[config.mk]
export PLATFORM = sky130hd
export DESIGN_NAME = fft_uart_sched
export DESIGN_NICKNAME = d
export VERILOG_FILES = /design/src/rtl/fft_uart_sched.sv
export SDC_FILE = /design/constraint.sdc
export NUM_CORES = 1
export LEC_CHECK = 0
export CAP_MARGIN = 20
export CORE_MARGIN = 8
export CORE_UTILIZATION = 39
export DETAILED_ROUTE_END_ITERATION = 16
export DONT_BUFFER_PORTS = 1
export HOLD_SLACK_MARGIN = 0.05
export SETUP_SLACK_MARGIN = 0.5
export SLEW_MARGIN = 20
export SYNTH_ARGS = -nofsm -noshare
export SYNTH_HDL_FRONTEND = slang
export SYNTH_SLANG_ARGS = --single-unit
[constraint.sdc]
create_clock -name i_Clock -period 2.89 [get_ports i_Clock]
set_input_delay 0.1445 -clock i_Clock [delete_from_list [all_inputs] [get_ports i_Clock]]
set_output_delay 0.1445 -clock i_Clock [all_outputs]
set_load 0.02 [all_outputs]
[src/rtl/fft_uart_sched.sv]
// rtl/fft_uart_sched.sv - FFT frame to uart_tx byte scheduler (optional FFT_UART_CHECKSUM_EN)
module fft_uart_sched #(
  parameter int         N_POINTS    = 8,
  parameter int         SAMPLE_W    = 16,
  parameter logic [7:0] HEADER_BYTE = 8'hA5,
  parameter int         GAP_CYCLES  = 2
) (
  input  logic                           i_Clock,
  input  logic                           i_Reset,
  input  logic                           i_Load,
  input  logic [N_POINTS*2*SAMPLE_W-1:0] i_Data,
  input  logic                           i_Tx_Active,
  input  logic                           i_Tx_Done,
  output logic                           o_Tx_DV,
  output logic [7:0]                     o_Tx_Data,
  output logic                           o_Busy,
  output logic                           o_Frame_Done,
  output logic                           o_Overrun
);

  localparam int BPW     = SAMPLE_W / 8;
  localparam int PAYLOAD = N_POINTS * 2 * BPW;
`ifdef FFT_UART_CHECKSUM_EN
  localparam int TOTAL   = PAYLOAD + 2;
`else
  localparam int TOTAL   = PAYLOAD + 1;
`endif
  localparam int IDX_W   = $clog2(TOTAL);
  localparam int GAP_W   = (GAP_CYCLES > 1) ? $clog2(GAP_CYCLES) : 1;

  localparam logic [IDX_W-1:0] LAST_IDX = IDX_W'(TOTAL - 1);
  localparam logic [GAP_W-1:0] GAP_LOAD = GAP_W'(GAP_CYCLES - 1);

  localparam logic [1:0] ST_IDLE  = 2'd0;
  localparam logic [1:0] ST_ISSUE = 2'd1;
  localparam logic [1:0] ST_WAIT  = 2'd2;
  localparam logic [1:0] ST_GAP   = 2'd3;

  logic [1:0]                     state;
  logic [IDX_W-1:0]               idx;
  logic [GAP_W-1:0]               gap_cnt;
  logic [N_POINTS*2*SAMPLE_W-1:0] frame_buf;
  logic [7:0]                     payload [PAYLOAD];
  logic [7:0]                     cur_byte;
  logic                           is_payload;
`ifdef FFT_UART_CHECKSUM_EN
  logic [7:0]                     csum;
`endif

  // Reorder the buffered words into transmit order: word by word, MSB byte first
  always_comb begin
    for (int p = 0; p < PAYLOAD; p++) begin
      payload[p] = frame_buf[SAMPLE_W*(p/BPW) + 8*(BPW-1-(p%BPW)) +: 8];
    end
  end

  // Select the byte addressed by the current index (header, payload, or checksum)
  always_comb begin
    cur_byte   = HEADER_BYTE;
    is_payload = 1'b0;
    for (int p = 0; p < PAYLOAD; p++) begin
      if (idx == IDX_W'(p + 1)) begin
        cur_byte   = payload[p];
        is_payload = 1'b1;
      end
    end
`ifdef FFT_UART_CHECKSUM_EN
    if (idx == LAST_IDX) begin
      cur_byte = csum;
    end
`endif
  end

  // Frame capture, byte sequencing and the uart_tx handshake
  always_ff @(posedge i_Clock) begin
    if (i_Reset) begin
      state        <= ST_IDLE;
      idx          <= '0;
      gap_cnt      <= '0;
      frame_buf    <= '0;
      o_Tx_DV      <= 1'b0;
      o_Tx_Data    <= 8'h00;
      o_Busy       <= 1'b0;
      o_Frame_Done <= 1'b0;
      o_Overrun    <= 1'b0;
    end else begin
      o_Tx_DV      <= 1'b0;
      o_Frame_Done <= 1'b0;
      o_Overrun    <= 1'b0;
      case (state)
        ST_IDLE: begin
          if (i_Load) begin
            frame_buf <= i_Data;
            o_Busy    <= 1'b1;
            idx       <= '0;
            state     <= ST_ISSUE;
          end
        end
        ST_ISSUE: begin
          // The line may still carry a byte started before a local reset
          if (!i_Tx_Active) begin
            o_Tx_DV   <= 1'b1;
            o_Tx_Data <= cur_byte;
            state     <= ST_WAIT;
          end
        end
        ST_WAIT: begin
          if (i_Tx_Done) begin
            if (idx == LAST_IDX) begin
              state        <= ST_IDLE;
              o_Frame_Done <= 1'b1;
              o_Busy       <= 1'b0;
            end else begin
              idx     <= idx + 1'b1;
              gap_cnt <= GAP_LOAD;
              state   <= ST_GAP;
            end
          end
        end
        ST_GAP: begin
          if (gap_cnt == '0) begin
            state <= ST_ISSUE;
          end else begin
            gap_cnt <= gap_cnt - 1'b1;
          end
        end
        default: state <= ST_IDLE;
      endcase
      // A load while a frame is pending is dropped and flagged
      if (i_Load && o_Busy) begin
        o_Overrun <= 1'b1;
      end
    end
  end

`ifdef FFT_UART_CHECKSUM_EN
  // Running XOR of payload bytes as they are handed to uart_tx
  always_ff @(posedge i_Clock) begin
    if (i_Reset) begin
      csum <= 8'h00;
    end else if (state == ST_IDLE && i_Load) begin
      csum <= 8'h00;
    end else if (state == ST_ISSUE && !i_Tx_Active && is_payload) begin
      csum <= csum ^ cur_byte;
    end
  end
`endif

endmodule

==> impl_metrics.ini <==
[outcome]
status = finished clean

[cells_and_area]
layout-drive-gt1-share_pct = 9.87
layoutNonFillerInstCount = 2479
final_cell_mix = nand2_1, a21oi_1, dlygate4sd3_1
layout.cells.most_common = nand2_1
syn2layout_area_growth_pct = 37.9
final_nets = 2280

[floorplan]
io_pins = 273
die_h_um = 198
die_x_um = 198
start_util_pct = 39.6
coreArea_sq_um = 32600
rows = 66
fp.dieArea_sq_um = 39200

[sta]
finalSetupTns_ps = 0
finalHoldViolations = 0
hold_ws_ps = 94.8
drv_slew = 0
clock.fmax_mhz = 414
fin_worst_skew_ps = 14.6
period_needed_ps = 2410
worstMarginPinSlew_ps = 581
fin_crit_sh_pct = 83.6
grt_setup_unrepaired = true
slew_headroom_pct = 61.3
finalSetupViolCount = 0

[critical_path]
crit-reg2reg-capture = frame_buf[142]$_SDFFE_PP0P_
worstPathCellList = inv_1 -> ha_1 -> and2_4 -> buf_16 -> nand2_1 -> a21oi_1 -> dlygate4sd3_1
r2r-start = state[1]$_SDFFE_PP0P_
worstPathMaxFanout = 125
critPathSlowestCell = dlygate4sd3_1
rrSetupSlack_ps = 480
worst_setup_path_end_kind = register
crit_arrival_ps = 2910
cp.required_ps = 3390
slowest_delay_ps = 570
ff2ff_path_depth = 7
worstSetupStartpointType = register
path_class = register to register

[power_and_ir_drop]
combPwrFrac_pct = 18.3
p_sw_w = 0.00311
powerDensity_nw_per_um2 = 593
cellLeakagePower_nw = 6.92
pwr-share-seq_pct = 43.6
peakVddDrop_mv = 0.444
power.share.switching_pct = 29.4
p_clk_share_pct = 38.1
internal_power_w = 0.00746

[clock_network]
htree_levels = 1
clk_path_buf_depth = 3
clock_latency_ps = 570
clock-root-buffer = clkbuf_16
numCtsBuffers = 31
clkSinkCount = 277
clkTransAtPathRegs_ps = 60
tritoncts = built

[global_route]
gr-total-overflow = 0
grtUsageTotal_pct = 24.7
grt_util_met1_pct = 33.7
grtUsageMet2_pct = 38.9
antenna_found_initial = 1
grt_use_met3_pct = 5.06
grt_pass1_wl_um = 76400
grt_busiest_layer = met2
grt_max_degree = 276
grt_pass1_vias = 13200

[synth]
synth_cell_types = 83
syn_inst = 1774
ys_seq_area_share_pct = 42.9
ys.flop_type = dfxtp_1
syn_avg_cell_area_sq_um = 7.29
synth.net_count = 2043
ys_seq_elements = 277
async_reset_ff_share_pct = 0
synth_area_sq_um = 12900
synth-edff-count = 0
yosys_warnings = 0

[drt]
dr.pass1.iters = 7
drc = 0
wl_per_cell_um = 21.3
first_iter_violations = 1280
via_per_inst = 5.62
via_count = 13900
finalWirelength_um = 52700
antenna_left = 0

[min_path]
min_path_cells = 5
hold_end = o_Tx_Data[6]$_SDFFE_PP0P_
hold_class = input pin to register
hold_start = i_Reset

[place]
gp_congestion = 0.993
dp_cells = 2120
io_buffers = 0
dp.final_hpwl_um = 36100

[flow_run]
maxCapViolations = 0
[routing by layer]
metal | share of wire (%) | wire (um)
met1 | 43 | 22700
met2 | 46 | 24300
met3 | 8.2 | 4350
met4 | 2.7 | 1400
met5 | 0.023 | 12
[cells in the mapped netlist, types with 14 or more instances]
cell | count | area share, %
o221ai_1 | 17 | 1.2
buf_2 | 24 | 0.93
nor2_1 | 73 | 2.1
o21ai_0 | 52 | 2.0
a31oi_1 | 16 | 0.77
nor3_1 | 20 | 0.77
dfxtp_1 | 277 | 43
nand3_1 | 29 | 1.1
clkbuf_1 | 89 | 2.6
nand4_1 | 16 | 0.77
a21oi_1 | 311 | 12
o22ai_1 | 14 | 0.68
buf_1 | 23 | 0.67
nand2_1 | 587 | 17
[through the flow]
stage	util [%]	power [W]	instance area (sq um)	setup slack [ps]
2_1_floorplan	-	0.00554	12900	751
3_3_place_gp	40.9	0.00602	13300	43.5
3_5_place_dp	40.9	0.00606	13300	-32.4
4_1_cts	51.3	0.0104	16700	499
5_1_grt	54.6	0.0110	17800	365
6_report	54.7	0.0106	17800	475
[kinds of logic (layout without fill, tap and decap cells)]
logic type | after synthesis | count (layout) | synth area share [%]
compound gates | 519 | 519 | 23.8
fa+ha+maj | 8 | 8 | 0.774
buf+inv | 158 | 420 | 5.31
flops | 277 | 277 | 42.9
simple gates | 808 | 808 | 26.9
other cells | 0 | 1 | 0
xor+xnor | 4 | 4 | 0.271
[critical path: cells and delay by family, from the launching register on]
family | cells | cell delay (ps)
buffers and inverters | 3 | 960
AND/OR/NAND/NOR | 2 | 440
flip-flops | 1 | 340
adder cells (fa/ha/maj) | 1 | 310
AO/OA/AOI/OAI | 1 | 160
[how the worst max path moves through the flow]
| stage | startpoint | to | cells after the start |
|---|---|---|---|
| after floorplan | idx[0]$_SDFFE_PP0P_ | idx[5]$_SDFFE_PP0P_ | 10 |
| after global placement | idx[0]$_SDFFE_PP0P_ | o_Tx_Data[4]$_SDFFE_PP0P_ | 10 |
| after detailed placement | idx[2]$_SDFFE_PP0P_ | o_Tx_Data[4]$_SDFFE_PP0P_ | 6 |
| after CTS | idx[1]$_SDFFE_PP0P_ | o_Tx_Data[2]$_SDFFE_PP0P_ | 9 |
| after global routing | state[1]$_SDFFE_PP0P_ | frame_buf[107]$_SDFFE_PP0P_ | 7 |
| final | state[1]$_SDFFE_PP0P_ | frame_buf[142]$_SDFFE_PP0P_ | 7 |
[power by group through the flow]
stage / clock, W / sequential [W] / combinational, W
after floorplan: 0 / 0.00449 / 0.00105
after global placement: 0 / 0.00468 / 0.00134
after global routing: 0.00423 / 0.00464 / 0.00214
after CTS: 0.00406 / 0.00460 / 0.00175
final: 0.00402 / 0.00461 / 0.00194
after detailed placement: 0 / 0.00468 / 0.00138
[flip-flops by register name, indices dropped and copies added (netlist names)]
name	cells
gap_cnt	1
o_Overrun	1
idx	6
o_Tx_DV	1
o_Frame_Done	1
state	2
frame_buf	256
o_Busy	1
o_Tx_Data	8
[layout make-up]
class | count | area, sq um
Clock buffer | 44 | 895
Antenna cell | 1 | 2.50
Multi-Input combinational cell | 1339 | 6970
Tap cell | 442 | 553
Inverter | 12 | 58.8
Clock inverter | 14 | 151
Sequential cell | 277 | 5570
Fill cell | 3045 | 14800
Timing Repair Buffer | 350 | 3630
[what timing repair did]
action	CTS	global route
gates cloned	2	1
hold buffers	193	86
setup buffers	12	6
hold endpoints to repair	276	115
gates resized for setup	58	39
pin swaps	9	13
endpoints found under the setup margin	8	130
(Power assumes the default switching activity.)
